[config.mk]
export PLATFORM = sky130hd
export DESIGN_NAME = weight_buffer_ctrl
export DESIGN_NICKNAME = d
export VERILOG_FILES = /design/src/rtl/weight_buffer_ctrl_pkg.sv /design/src/rtl/weight_buffer_ctrl_delay_line.sv /design/src/rtl/weight_buffer_ctrl.sv
export SDC_FILE = /design/constraint.sdc
export NUM_CORES = 1
export LEC_CHECK = 0
export CAP_MARGIN = 10
export CELL_PAD_IN_SITES_DETAIL_PLACEMENT = 1
export CELL_PAD_IN_SITES_GLOBAL_PLACEMENT = 1
export CORE_MARGIN = 2
export CORE_UTILIZATION = 30
export DETAILED_ROUTE_END_ITERATION = 8
export PLACE_DENSITY_LB_ADDON = 0.1
export SLEW_MARGIN = 10
export SYNTH_ARGS = -nofsm -noshare
export SYNTH_HDL_FRONTEND = slang
export SYNTH_SLANG_ARGS = --single-unit
export TNS_END_PERCENT = 50
[constraint.sdc]
create_clock -name clk -period 2.7 [get_ports clk]
set_input_delay 0.54 -clock clk [delete_from_list [all_inputs] [get_ports clk]]
set_output_delay 0.54 -clock clk [all_outputs]
set_load 0.02 [all_outputs]
[src/rtl/weight_buffer_ctrl_pkg.sv]
// Shared definitions for the weight buffer controller: FSM states and the
// read latency of the weight buffer that the valid pipeline must match.
package weight_buffer_ctrl_pkg;

  typedef enum logic [2:0] {
    IDLE  = 3'd0,
    LOAD  = 3'd1,
    READ  = 3'd2,
    DRAIN = 3'd3,
    DONE  = 3'd4
  } state_e;

  localparam int unsigned BUF_RD_LATENCY = 3;

endpackage

[src/rtl/weight_buffer_ctrl_delay_line.sv]
// Fixed-depth shift register; pending_o is high while any stage holds a
// nonzero value so the owner can tell when the line has drained.
module delay_line #(
  parameter int unsigned DEPTH = 3,
  parameter int unsigned WIDTH = 1
) (
  input  logic             clk_i,
  input  logic             rst_i,
  input  logic [WIDTH-1:0] din_i,
  output logic [WIDTH-1:0] dout_o,
  output logic             pending_o
);

  logic [WIDTH-1:0] stage_q [DEPTH];

  always_ff @(posedge clk_i or posedge rst_i) begin
    if (rst_i) begin
      for (int unsigned i = 0; i < DEPTH; i++) stage_q[i] <= '0;
    end else begin
      stage_q[0] <= din_i;
      for (int unsigned i = 1; i < DEPTH; i++) stage_q[i] <= stage_q[i-1];
    end
  end

  assign dout_o = stage_q[DEPTH-1];

  always_comb begin
    pending_o = 1'b0;
    for (int unsigned i = 0; i < DEPTH; i++) pending_o = pending_o | (|stage_q[i]);
  end

endmodule

[src/rtl/weight_buffer_ctrl.sv]
// Weight buffer controller: loads a job's write words, then replays the read
// window cfg_repeat times with back-pressure and latency-matched read valids.
module weight_buffer_ctrl
  import weight_buffer_ctrl_pkg::*;
#(
  parameter int unsigned RD_WIDTH      = 16,
  parameter int unsigned WR_WIDTH      = 64,
  parameter int unsigned RD_ADDR_WIDTH = 7,
  parameter int unsigned WR_ADDR_WIDTH = 5,
  parameter int unsigned REPEAT_WIDTH  = 8
) (
  input  logic                     clk,
  input  logic                     reset,
  input  logic                     cfg_start,
  input  logic [WR_ADDR_WIDTH:0]   cfg_num_words,
  input  logic [RD_ADDR_WIDTH:0]   cfg_num_reads,
  input  logic [REPEAT_WIDTH-1:0]  cfg_repeat,
  input  logic                     wr_valid,
  input  logic [WR_WIDTH-1:0]      wr_data,
  output logic                     wr_ready,
  input  logic                     pe_stall,
  output logic                     buf_write_req,
  output logic [WR_ADDR_WIDTH-1:0] buf_write_addr,
  output logic [WR_WIDTH-1:0]      buf_write_data,
  output logic                     buf_read_req,
  output logic [RD_ADDR_WIDTH-1:0] buf_read_addr,
  output logic                     rd_data_valid,
  output logic                     busy,
  output logic                     done
);

  localparam int unsigned RATIO = WR_WIDTH / RD_WIDTH;

  if ((WR_WIDTH % RD_WIDTH) != 0 || (RATIO & (RATIO - 1)) != 0) begin : g_bad_ratio
    $error("WR_WIDTH/RD_WIDTH must be a power of two");
  end

  state_e state_q, state_d;

  logic [WR_ADDR_WIDTH:0]   num_words_q;
  logic [RD_ADDR_WIDTH:0]   num_reads_q;
  logic [REPEAT_WIDTH-1:0]  repeat_q;
  // One extra bit so a full 2^WR_ADDR_WIDTH load can be counted; the address
  // uses the low bits, which gives the required modulo wrap.
  logic [WR_ADDR_WIDTH:0]   wr_cnt_q, wr_cnt_d;
  logic [RD_ADDR_WIDTH-1:0] rd_cnt_q, rd_cnt_d;
  logic [REPEAT_WIDTH-1:0]  pass_q, pass_d;

  logic last_beat, last_read, last_pass, reads_needed, pipe_pending;

  assign last_beat    = (wr_cnt_q == num_words_q - (WR_ADDR_WIDTH+1)'(1));
  assign last_read    = ({1'b0, rd_cnt_q} == num_reads_q - (RD_ADDR_WIDTH+1)'(1));
  assign last_pass    = (pass_q == repeat_q - REPEAT_WIDTH'(1));
  assign reads_needed = (num_reads_q != '0) && (repeat_q != '0);

  always_ff @(posedge clk or posedge reset) begin
    if (reset) begin
      state_q     <= IDLE;
      num_words_q <= '0;
      num_reads_q <= '0;
      repeat_q    <= '0;
      wr_cnt_q    <= '0;
      rd_cnt_q    <= '0;
      pass_q      <= '0;
    end else begin
      state_q  <= state_d;
      wr_cnt_q <= wr_cnt_d;
      rd_cnt_q <= rd_cnt_d;
      pass_q   <= pass_d;
      if (state_q == IDLE && cfg_start) begin
        num_words_q <= cfg_num_words;
        num_reads_q <= cfg_num_reads;
        repeat_q    <= cfg_repeat;
      end
    end
  end

  always_comb begin
    state_d        = state_q;
    wr_cnt_d       = wr_cnt_q;
    rd_cnt_d       = rd_cnt_q;
    pass_d         = pass_q;
    wr_ready       = 1'b0;
    buf_write_req  = 1'b0;
    buf_write_addr = '0;
    buf_write_data = '0;
    buf_read_req   = 1'b0;
    buf_read_addr  = '0;
    busy           = (state_q != IDLE);
    done           = 1'b0;
    unique case (state_q)
      IDLE: begin
        if (cfg_start) begin
          wr_cnt_d = '0;
          rd_cnt_d = '0;
          pass_d   = '0;
          if (cfg_num_words != '0)                         state_d = LOAD;
          else if (cfg_num_reads != '0 && cfg_repeat != '0) state_d = READ;
          else                                              state_d = DONE;
        end
      end
      LOAD: begin
        wr_ready = 1'b1;
        if (wr_valid) begin
          buf_write_req  = 1'b1;
          buf_write_addr = wr_cnt_q[WR_ADDR_WIDTH-1:0];
          buf_write_data = wr_data;
          if (last_beat) begin
            wr_cnt_d = '0;
            state_d  = reads_needed ? READ : DRAIN;
          end else begin
            wr_cnt_d = wr_cnt_q + (WR_ADDR_WIDTH+1)'(1);
          end
        end
      end
      READ: begin
        if (!pe_stall) begin
          buf_read_req  = 1'b1;
          buf_read_addr = rd_cnt_q;
          if (last_read) begin
            rd_cnt_d = '0;
            if (last_pass) begin
              pass_d  = '0;
              state_d = DRAIN;
            end else begin
              pass_d = pass_q + REPEAT_WIDTH'(1);
            end
          end else begin
            rd_cnt_d = rd_cnt_q + RD_ADDR_WIDTH'(1);
          end
        end
      end
      DRAIN: begin
        if (!pipe_pending) state_d = DONE;
      end
      DONE: begin
        done    = 1'b1;
        state_d = IDLE;
      end
      default: state_d = IDLE;
    endcase
  end

  delay_line #(
    .DEPTH(BUF_RD_LATENCY),
    .WIDTH(1)
  ) u_valid_pipe (
    .clk_i    (clk),
    .rst_i    (reset),
    .din_i    (buf_read_req),
    .dout_o   (rd_data_valid),
    .pending_o(pipe_pending)
  );

endmodule

==> results_dict.tcl <==
set metrics [dict create \
    drc_errors 0 \
    grt_pass1_vias 3809 \
    die_h_um 114 \
    synthTopCellsByArea "dfrtp_1 34%, and3_1 13%, mux2_2 5.0%" \
    layout.nets 682 \
    worstPathArrival_ns 2.08 \
    via_per_inst 5.26 \
    fp-row-count 40 \
    fin_area_um2 5890 \
    route.vias.total 3849 \
    worst-path-max-fanout 8 \
    power_leakage_nw 3.04 \
    hold_depth 0 \
    syn-num-nets 511 \
    outcome "finished, final reports clean" \
    path_clk_slew_ns 0.07 \
    critPathMaxStageDelay_ns 0.59 \
    ys_seq_elements 49 \
    crit_cells 6 \
    timing.final.hold_violations 0 \
    cts_tree "yes" \
    setup_viol 0 \
    finalClockSkew_ns 0.00452 \
    clk_latency_ns 0.29 \
    syn_area_um2 3630 \
    cts-root-buf "clkbuf_16" \
    critPathLaunchType "primary input" \
    hold_ws_ns 0.378 \
    cts_hold_buf 0 \
    grt_max_degree 73 \
    reg2regPathDepth 9 \
    dp.cells 719 \
    hold_class "reg2reg" \
    slew_violations 0 \
    postRouteAntennaNets 0 \
    finalPower_mw 4.92 \
    worst_pin_slew_ns 0.441 \
    avgSynthCellArea_um2 8.79 \
    seq_area_frac_synth_pct 33.8 \
    first_iter_violations 159 \
    final_cells 732 \
    io_pins 173 \
    drive_gt1_share_pct 10.8 \
    antenna_found_initial 0 \
    ys.flop_type "dfrtp_1" \
    cp_slowest_cell "clkdlybuf4s50_1" \
    gp_congestion 0.831 \
    relSlewSlack_pct 70.3 \
    crit_family "buffers and inverters" \
    power.density_nw_per_um2 836 \
    start_util_pct 30.5 \
    grt_use_total_pct 19.7 \
    irDropWorstVdd_v 0.000534 \
    drv_cap 0 \
    nFillCells 1361 \
    placed_area_um2 5580 \
    clk_path_buf_depth 2 \
    area_growth_pct 62.2 \
    period_share_pct 97.2 \
    cts.htree.levels 2 \
    avgRoutedWirePerCell_um 18.5 \
    cts_sinks 49 \
    synth_top_area_share_pct 33.8 \
    core_um2 11900 \
    die_area_um2 13000 \
    numCtsBuffers 5 \
    routed_wirelength_um 13600 \
    synth-edff-count 0 \
    worstPathCellList "clkdlybuf4s50_1 -> inv_1 -> nand3_1 -> inv_2 -> buf_4 -> clkdlybuf4s50_1" \
    cp.required_ns 2.16 \
    yosysTopAreaCell "dfrtp_1" \
    syn-instance-count 413 \
    portBuffers 172 \
    ys_warn_count 0 \
    cp-end-kind "primary output" \
    grt_pass1_wl_um 20500 \
    yosysUniqueCellTypes 62 \
    die_w_um 114 \
    path_buf_inv 5 \
    grt_overflow_total 0 \
    worstSetupPathType "in2out" \
    drtPass1Iterations 4 \
    timing.fmax_ghz 0.381 \
    antenna_cells 0 \
    min_period_ns 2.62 \
    path_common_cell "clkdlybuf4s50_1" \
    async_reset_ff_share_pct 100 \
    dp_hpwl_um 10100 \
]
-- kinds of logic after synthesis --
group | share of synthesized area, %
XOR/XNOR | 7.24
AND/OR/NAND/NOR | 32.4
buffers and inverters | 4.69
multiplexers | 6.34
adder cells (fa/ha/maj) | 2.41
flip-flops | 33.8
AO/OA/AOI/OAI | 13.1
-- timing repair --
action	in CTS	in global routing
pin swaps	0	1
setup buffers	0	2
resized for setup	1	29
endpoints found under the setup margin	7	78
cloned	0	3
-- layout make-up --
cell class	count	area [um^2]	share of cell area, %
Clock buffer	7	153	2.59
Clock inverter	1	5.00	0.0850
Inverter	15	56.3	0.957
Multi-Input combinational cell	321	2240	38.1
Sequential cell	49	1230	20.9
Tap cell	147	184	3.12
Timing Repair Buffer	192	2020	34.2
-- layer usage --
metal | GRT usage [%] | vias to the layer above | part of all wire, %
li1 | - | 1838 | -
met1 | 24.9 | 1881 | 43
met2 | 35.0 | 118 | 51
met3 | 3.24 | 12 | 5.0
met4 | 4.63 | 0 | 1.3
met5 | 0 | - | 0
-- final timing paths --
path | end | startpoint | slack [ns]
max in group asynchronous | repeat_q[0] | reset | 1.84
min reg2reg | u_valid_pipe.stage_q[1] | u_valid_pipe.stage_q[2] | 0.38
max reg2reg | pass_q[0] | num_reads_q[0] | 0.24
max | buf_read_req | pe_stall | 0.08
min | u_valid_pipe.stage_q[1] | u_valid_pipe.stage_q[2] | 0.38
min in group asynchronous | num_words_q[0] | reset | 0.60
-- metrics by stage --
| stage | setup TNS [ns] | utilization (%) | setup WS [ns] |
|---|---|---|---|
| after floorplan | 0 | - | 0.480 |
| after global placement | -0.0522 | 46.8 | -0.0119 |
| after detailed placement | -0.313 | 46.8 | -0.0590 |
| after CTS | 0 | 48.1 | 0.0110 |
| after global routing | -0.181 | 49.4 | -0.0184 |
| final | 0 | 49.4 | 0.0758 |
-- flip-flops by register name, indices dropped and copies added (netlist names) --
signal                count
u_valid_pipe.dout_o       1
repeat_q                  8
u_valid_pipe.stage_q      2
state_q                   3
num_words_q               6
pass_q                    8
num_reads_q               8
wr_cnt_q                  6
rd_cnt_q                  7
-- synthesized netlist by cell type, drive strengths merged (2+ instances only) --
master  number
a21oi        7
xor2        15
nor2b        2
a22oi        4
nand4        4
a22o         2
o21a         2
xnor2       15
nor4b        4
and2         9
and3        75
o211ai       3
nor3        16
clkbuf      23
nand2       24
and4         2
mux2i        5
ha           7
o221ai       3
o22ai        2
nor2        25
dfrtp       49
buf          5
nand3       12
mux2        16
nand2b       5
a31oi        4
or2          2
nor3b        2
o21ai       21
a21o         2
inv         15
or4          3
a221oi       2
or3          2
nor4        10
a211o        3
-- power breakdown --
group / leakage [nW] / switching, mW / total [mW] / internal, mW
Combinational: 2.33 / 1.50 / 2.93 / 1.43
Clock: 0.0799 / 0.269 / 0.662 / 0.393
Sequential: 0.631 / 0.369 / 1.33 / 0.960
Total: 3.04 / 2.14 / 4.92 / 2.78
-- cells in the final DEF, fill, tap and decap left out, types with 15 or more instances in the layout --
cell type / netlist / layout
and3_1: 75 / 75
clkdlybuf4s50_1: 0 / 145
dfrtp_1: 49 / 48
dlymetal6s2s_1: 0 / 27
mux2_2: 16 / 16
nand2_1: 24 / 24
nor2_1: 24 / 24
o21ai_0: 19 / 19
xnor2_1: 15 / 15
xor2_1: 15 / 15
(Power assumes the default switching activity.)
